$ cat src/rtl/uart_rx_framer.sv
// UART receive framer: oversampled majority-vote receiver with a one-entry valid/ready holding register.
// Optional even-parity bit compiled in when UART_RX_PARITY_EN is defined.
module uart_rx_framer #(
   parameter int CLOCK_RATE = 50000000,
   parameter int BAUD_RATE  = 115200,
   parameter int OVERSAMPLE = 16
) (
   input  logic       clk,
   input  logic       reset_n,
   input  logic       i_Rx_Data,
   input  logic       i_Rx_Ready,
   output logic       o_Rx_Valid,
   output logic [7:0] o_Rx_Byte,
   output logic       o_Frame_Err,
   output logic       o_Parity_Err,
   output logic       o_Overrun,
   output logic       o_Rx_Busy
);

   localparam int DIV = CLOCK_RATE / (BAUD_RATE * OVERSAMPLE);
   localparam int DW  = (DIV > 1) ? $clog2(DIV) : 1;
   localparam int TW  = $clog2(OVERSAMPLE);
   localparam logic [DW-1:0] DIV_LAST = DW'(DIV - 1);
   localparam logic [TW-1:0] T_LAST   = TW'(OVERSAMPLE - 1);
   localparam logic [TW-1:0] T_SMP_A  = TW'(OVERSAMPLE / 2 - 1);
   localparam logic [TW-1:0] T_SMP_B  = TW'(OVERSAMPLE / 2);
   localparam logic [TW-1:0] T_DECIDE = TW'(OVERSAMPLE / 2 + 1);

   typedef enum logic [2:0] {
      IDLE   = 3'd0,
      START  = 3'd1,
      DATA   = 3'd2,
`ifdef UART_RX_PARITY_EN
      PARITY = 3'd3,
`endif
      STOP   = 3'd4
   } state_t;

   function automatic logic majority3(input logic a, input logic b, input logic c);
      return (a & b) | (a & c) | (b & c);
   endfunction

   function automatic logic even_parity(input logic [7:0] d);
      return ^d;
   endfunction

   state_t          state;
   state_t          state_next;
   logic            sync1;
   logic            rx_s;
   logic [DW-1:0]   div_cnt;
   logic [TW-1:0]   tcnt;
   logic [2:0]      bit_cnt;
   logic [7:0]      shreg;
   logic            samp_a;
   logic            samp_b;
   logic            tick;
   logic            at_decide;
   logic            at_bound;
   logic            vote;
   logic            done;
   logic            busy_next;
`ifdef UART_RX_PARITY_EN
   logic            par_err;
`endif

   assign tick      = (state != IDLE) && (div_cnt == DIV_LAST);
   assign at_decide = tick && (tcnt == T_DECIDE);
   assign at_bound  = tick && (tcnt == T_LAST);
   assign vote      = majority3(samp_a, samp_b, rx_s);

   // Two-flop synchronizer for the asynchronous line; idles high.
   always_ff @(posedge clk or negedge reset_n) begin
      if (!reset_n) begin
         sync1 <= 1'b1;
         rx_s  <= 1'b1;
      end else begin
         sync1 <= i_Rx_Data;
         rx_s  <= sync1;
      end
   end

   // FSM state register.
   always_ff @(posedge clk or negedge reset_n) begin
      if (!reset_n) begin
         state <= IDLE;
      end else begin
         state <= state_next;
      end
   end

   // FSM next-state logic.
   always_comb begin
      state_next = state;
      case (state)
         IDLE: begin
            if (!rx_s) state_next = START;
            else       state_next = IDLE;
         end
         START: begin
            if (at_decide && vote) state_next = IDLE;
            else if (at_bound)     state_next = DATA;
            else                   state_next = START;
         end
         DATA: begin
            if (at_bound && (bit_cnt == 3'd7)) begin
`ifdef UART_RX_PARITY_EN
               state_next = PARITY;
`else
               state_next = STOP;
`endif
            end else begin
               state_next = DATA;
            end
         end
`ifdef UART_RX_PARITY_EN
         PARITY: begin
            if (at_bound) state_next = STOP;
            else          state_next = PARITY;
         end
`endif
         STOP: begin
            // Leave at the decision point so a back-to-back start edge is not missed.
            if (at_decide) state_next = IDLE;
            else           state_next = STOP;
         end
         default: state_next = IDLE;
      endcase
   end

   // FSM outputs: frame completion strobe and next busy value.
   always_comb begin
      done      = 1'b0;
      busy_next = 1'b0;
      if ((state == STOP) && at_decide) done = 1'b1;
      else                              done = 1'b0;
      if (state_next != IDLE) busy_next = 1'b1;
      else                    busy_next = 1'b0;
   end

   // Baud divider and per-bit tick counter, both parked at zero while idle.
   always_ff @(posedge clk or negedge reset_n) begin
      if (!reset_n) begin
         div_cnt <= {DW{1'b0}};
         tcnt    <= {TW{1'b0}};
      end else if (state == IDLE) begin
         div_cnt <= {DW{1'b0}};
         tcnt    <= {TW{1'b0}};
      end else begin
         div_cnt <= (div_cnt == DIV_LAST) ? {DW{1'b0}} : div_cnt + DW'(1);
         if (tick) tcnt <= (tcnt == T_LAST) ? {TW{1'b0}} : tcnt + TW'(1);
      end
   end

   // Vote samples, data shift register and bit counter.
   always_ff @(posedge clk or negedge reset_n) begin
      if (!reset_n) begin
         samp_a  <= 1'b1;
         samp_b  <= 1'b1;
         shreg   <= 8'h00;
         bit_cnt <= 3'd0;
      end else begin
         if (tick && (tcnt == T_SMP_A)) samp_a <= rx_s;
         if (tick && (tcnt == T_SMP_B)) samp_b <= rx_s;
         if ((state == DATA) && at_decide) shreg <= {vote, shreg[7:1]};
         if (state != DATA)  bit_cnt <= 3'd0;
         else if (at_bound)  bit_cnt <= bit_cnt + 3'd1;
      end
   end

`ifdef UART_RX_PARITY_EN
   // Pending parity error for the frame in flight.
   always_ff @(posedge clk or negedge reset_n) begin
      if (!reset_n) begin
         par_err <= 1'b0;
      end else if (state == START) begin
         par_err <= 1'b0;
      end else if ((state == PARITY) && at_decide) begin
         par_err <= (vote != even_parity(shreg));
      end
   end
`endif

   // One-entry holding register with overrun tracking.
   always_ff @(posedge clk or negedge reset_n) begin
      if (!reset_n) begin
         o_Rx_Valid   <= 1'b0;
         o_Rx_Byte    <= 8'h00;
         o_Frame_Err  <= 1'b0;
         o_Parity_Err <= 1'b0;
         o_Overrun    <= 1'b0;
      end else if (done) begin
         if (!o_Rx_Valid || i_Rx_Ready) begin
            o_Rx_Valid  <= 1'b1;
            o_Rx_Byte   <= shreg;
            o_Frame_Err <= ~vote;
`ifdef UART_RX_PARITY_EN
            o_Parity_Err <= par_err;
`else
            o_Parity_Err <= 1'b0;
`endif
            o_Overrun   <= 1'b0;
         end else begin
            o_Overrun   <= 1'b1;
         end
      end else if (o_Rx_Valid && i_Rx_Ready) begin
         o_Rx_Valid <= 1'b0;
         o_Overrun  <= 1'b0;
      end
   end

   // Registered busy indicator tracks the state register exactly.
   always_ff @(posedge clk or negedge reset_n) begin
      if (!reset_n) o_Rx_Busy <= 1'b0;
      else          o_Rx_Busy <= busy_next;
   end

endmodule

$ cat config.mk
export PLATFORM = sky130hd
export DESIGN_NAME = uart_rx_framer
export DESIGN_NICKNAME = d
export VERILOG_FILES = /design/src/rtl/uart_rx_framer.sv
export SDC_FILE = /design/constraint.sdc
export NUM_CORES = 1
export LEC_CHECK = 0
export ABC_AREA = 0
export BUFFER_PORTS_ARGS = -buffer_cell sky130_fd_sc_hd__buf_2
export CAP_MARGIN = 15
export CORE_MARGIN = 5
export CORE_UTILIZATION = 40
export DETAILED_ROUTE_END_ITERATION = 7
export PLACE_DENSITY = 0.68
export SYNTH_ARGS = -nofsm -noshare
export SYNTH_HDL_FRONTEND = slang
export SYNTH_SLANG_ARGS = --single-unit
$ cat constraint.sdc
create_clock -name clk -period 3.4 [get_ports clk]
set_input_delay 0.34 -clock clk [delete_from_list [all_inputs] [get_ports clk]]
set_output_delay 0.34 -clock clk [all_outputs]
set_load 0.03 [all_outputs]
==> out/qor.txt <==
Status - finished, final reports clean
Most area-consuming cells after synthesis - dfrtp_1, mux2_2, dfstp_2, ha_1, nor2_1
CORE AREA - 4290 sq um
Final setup violation count - 0
Cts bufs inserted - 5
WP data arrival - 2.27 ns
Most frequent cells in the layout - dfrtp_1, mux2_2, buf_2, nor2_1, nand2_1
Placed cell count - 205
Layout Utilization - 0.466
Clock tree buffer depth - 2
Syn Nets - 153
Share of cells above drive strength 1 - 0.323
Hold Crit Class - in -> async
Syn Area/Cell - 12.4 sq um
Htree depth - 2
Post-route setup slack - 1.31 ns
PortBufs - 15
# hold bufs at CTS - 0
Final global-route overflow total - 0
Synth Warn # - 0
Critical Path RT - 3.58 ns
Via count - 1131
Total wire length - 3080 um
Fin. max-slew vios - 0
Drt drc - 0
Row count - 24
Most common cell after layout, fill and taps aside - dfrtp_1
Fmax - 478 MHz
Adder-Cell Fraction of Synth Area - 0.0555
FFs w/ async S/R, synth - 1.00
EDFF count, synth - 0
Worst slew margin - 0.428
Synth cell types - 42
Clk_skew - 0.0110 ns
Post-synth top area cell - dfrtp_1
Clk Latency, worst-skew pair - 0.29 ns
Layout Cells excl Fill - 213
CTS tree - built
Post-cts resize count - 0
Die area - 5820 sq um
Routability cong. - 0.814
Clk pin slew, worst setup/hold paths - 0.08 ns
Worst Setup Path Type - reg -> reg
Antenna viol nets, final - 0
CTS Sinks - 39
Worst-Margin Slew - 0.852 ns
Initial Util - 0.409
Area growth, synth to finish - 13.7%
Multiplexer share of the synthesized area - 0.132
Critical path's top delay family - simple AND/OR/NAND/NOR gates
Gr usage total - 0.113
Antenna cells - 0
Chip height - 76.3 um
Post-Synth XOR/XNOR Area - 0.0249
CP max stage delay - 0.43 ns
Post-Synthesis Cells - 142
RSZ-0062 raised after global routing - no
Crit share post-route - 0.616
Avg WL per Cell - 14.4 um
Type of origin of the critical path - flip-flop
Share of the synthesized area in the top cell type - 0.498
Critical Path Sink Type - flip-flop
Setup Fix Bufs, Post-CTS - 0
Ports - 17
Sequential fraction of the synthesis area - 0.558
Root buffer cell - clkbuf_8
Antenna violations before repair - 0
Setup tns final - 0 ns
PD cells - 463 nW/um^2
Chip width - 76.3 um
Crit path cell chain - inv_1 -> ha_1 -> and4b_1 -> nand3_4 -> nor3_4 -> mux2_2
DR iter-0 viols - 22
CP max-delay cell - and4b_1
DP Worst Slack - 1.30 ns
Nets - 171
First-pass GRT wire length - 5400 um
Complex-gate fraction of the synthesized area - 0.0484
Post-synthesis register bit count - 39
Pin count of the biggest net entering global routing - 40
Synth Area in Simple Gates - 0.150
Buffer and inverter count on the worst path - 1
DRT Pass-1 Iters - 4
Dpl hpwl - 2290 um
Leak pwr - 0.951 nW
Peak VDD IR - 0.000284 V
Post-DR vias/cell - 5.31
Crit Path Max Fanout - 10
Fin crit period - 2.09 ns
Worst hold margin - 0.152 ns
Hold Violations, Final - 0
Cell area after synthesis - 1760 sq um
Max-cap violations - 0
Main combinational cell family by area after synthesis - simple AND/OR/NAND/NOR gates
Vias in the first global route - 1155
Synth Flop Type - dfrtp_1
## cells in the mapped netlist (2+ instances only)
master and instances:
a21oi_1 3, o21ai_0 2, mux2i_1 3, ha_1 7
nor2_1 14, xor2_1 3, nand3_1 5, nand2_1 9
xnor2_1 2, dfrtp_1 35, dfstp_2 4, mux2_2 18
buf_4 2, nor3_1 3, inv_1 5
## registers in the layout, summed over array words and instances (netlist names), 3 cells and up
signal and flops:
state 3, o_Rx_Byte 8, bit_cnt 3, shreg 8, div_cnt 5, tcnt 4
## power by group
part / switching [W] / leakage, nW / internal [W]
clock network: 0.000155 / 0.0654 / 0.000293
registers: 0.000000776 / 0.490 / 0.000466
logic: 0.0000104 / 0.396 / 0.00000133
## worst paths after layout
check	startpoint	endpoint	slack [ns]	cells past startpoint
max in group asynchronous	reset_n	bit_cnt[0]	2.72	1
max	div_cnt[0]	o_Rx_Byte[4]	1.31	6
min reg2reg	sync1	rx_s	0.36	0
min in group clk	i_Rx_Data	sync1	0.15	1
max reg2reg	div_cnt[0]	o_Rx_Byte[4]	1.31	6
min	reset_n	o_Rx_Byte[6]	0.15	1
## layout make-up
cell class / count / area (sq um)
clock buffer: 6 / 72.6
timing repair buffer: 15 / 75.1
sequential: 39 / 981
clock inverter: 2 / 60.1
inverter: 5 / 18.8
fill: 388 / 2290
tap: 52 / 65.1
multi-input combinational: 94 / 727
## layer usage
layer / track usage / vias up / part of all wire
met1: 0.128 / 584 / 0.41
met3: 0.0260 / 7 / 0.031
met4: 0.0524 / 0 / 0.020
met2: 0.200 / 16 / 0.54
met5: 0 / - / 0
li1: - / 524 / -
## per-stage QoR
stage                     total power (W)  instance area, sq um
after floorplan                  0.000478                  1760
after global placement           0.000487                  1870
after detailed placement         0.000488                  1870
after CTS                        0.000938                  2000
after global routing             0.000962                  2000
final                            0.000926                  2000
## cell families (layout without fill, tap and decap cells)
kind of cell,after synthesis,count (layout)
compound gates,12,12
flops,39,39
mux,21,21
simple gates,47,47
xor+xnor,5,5
buf+inv,9,28
fa+ha+maj,8,8
other cells,1,1
Note: power is estimated with default switching activity, not from simulation.
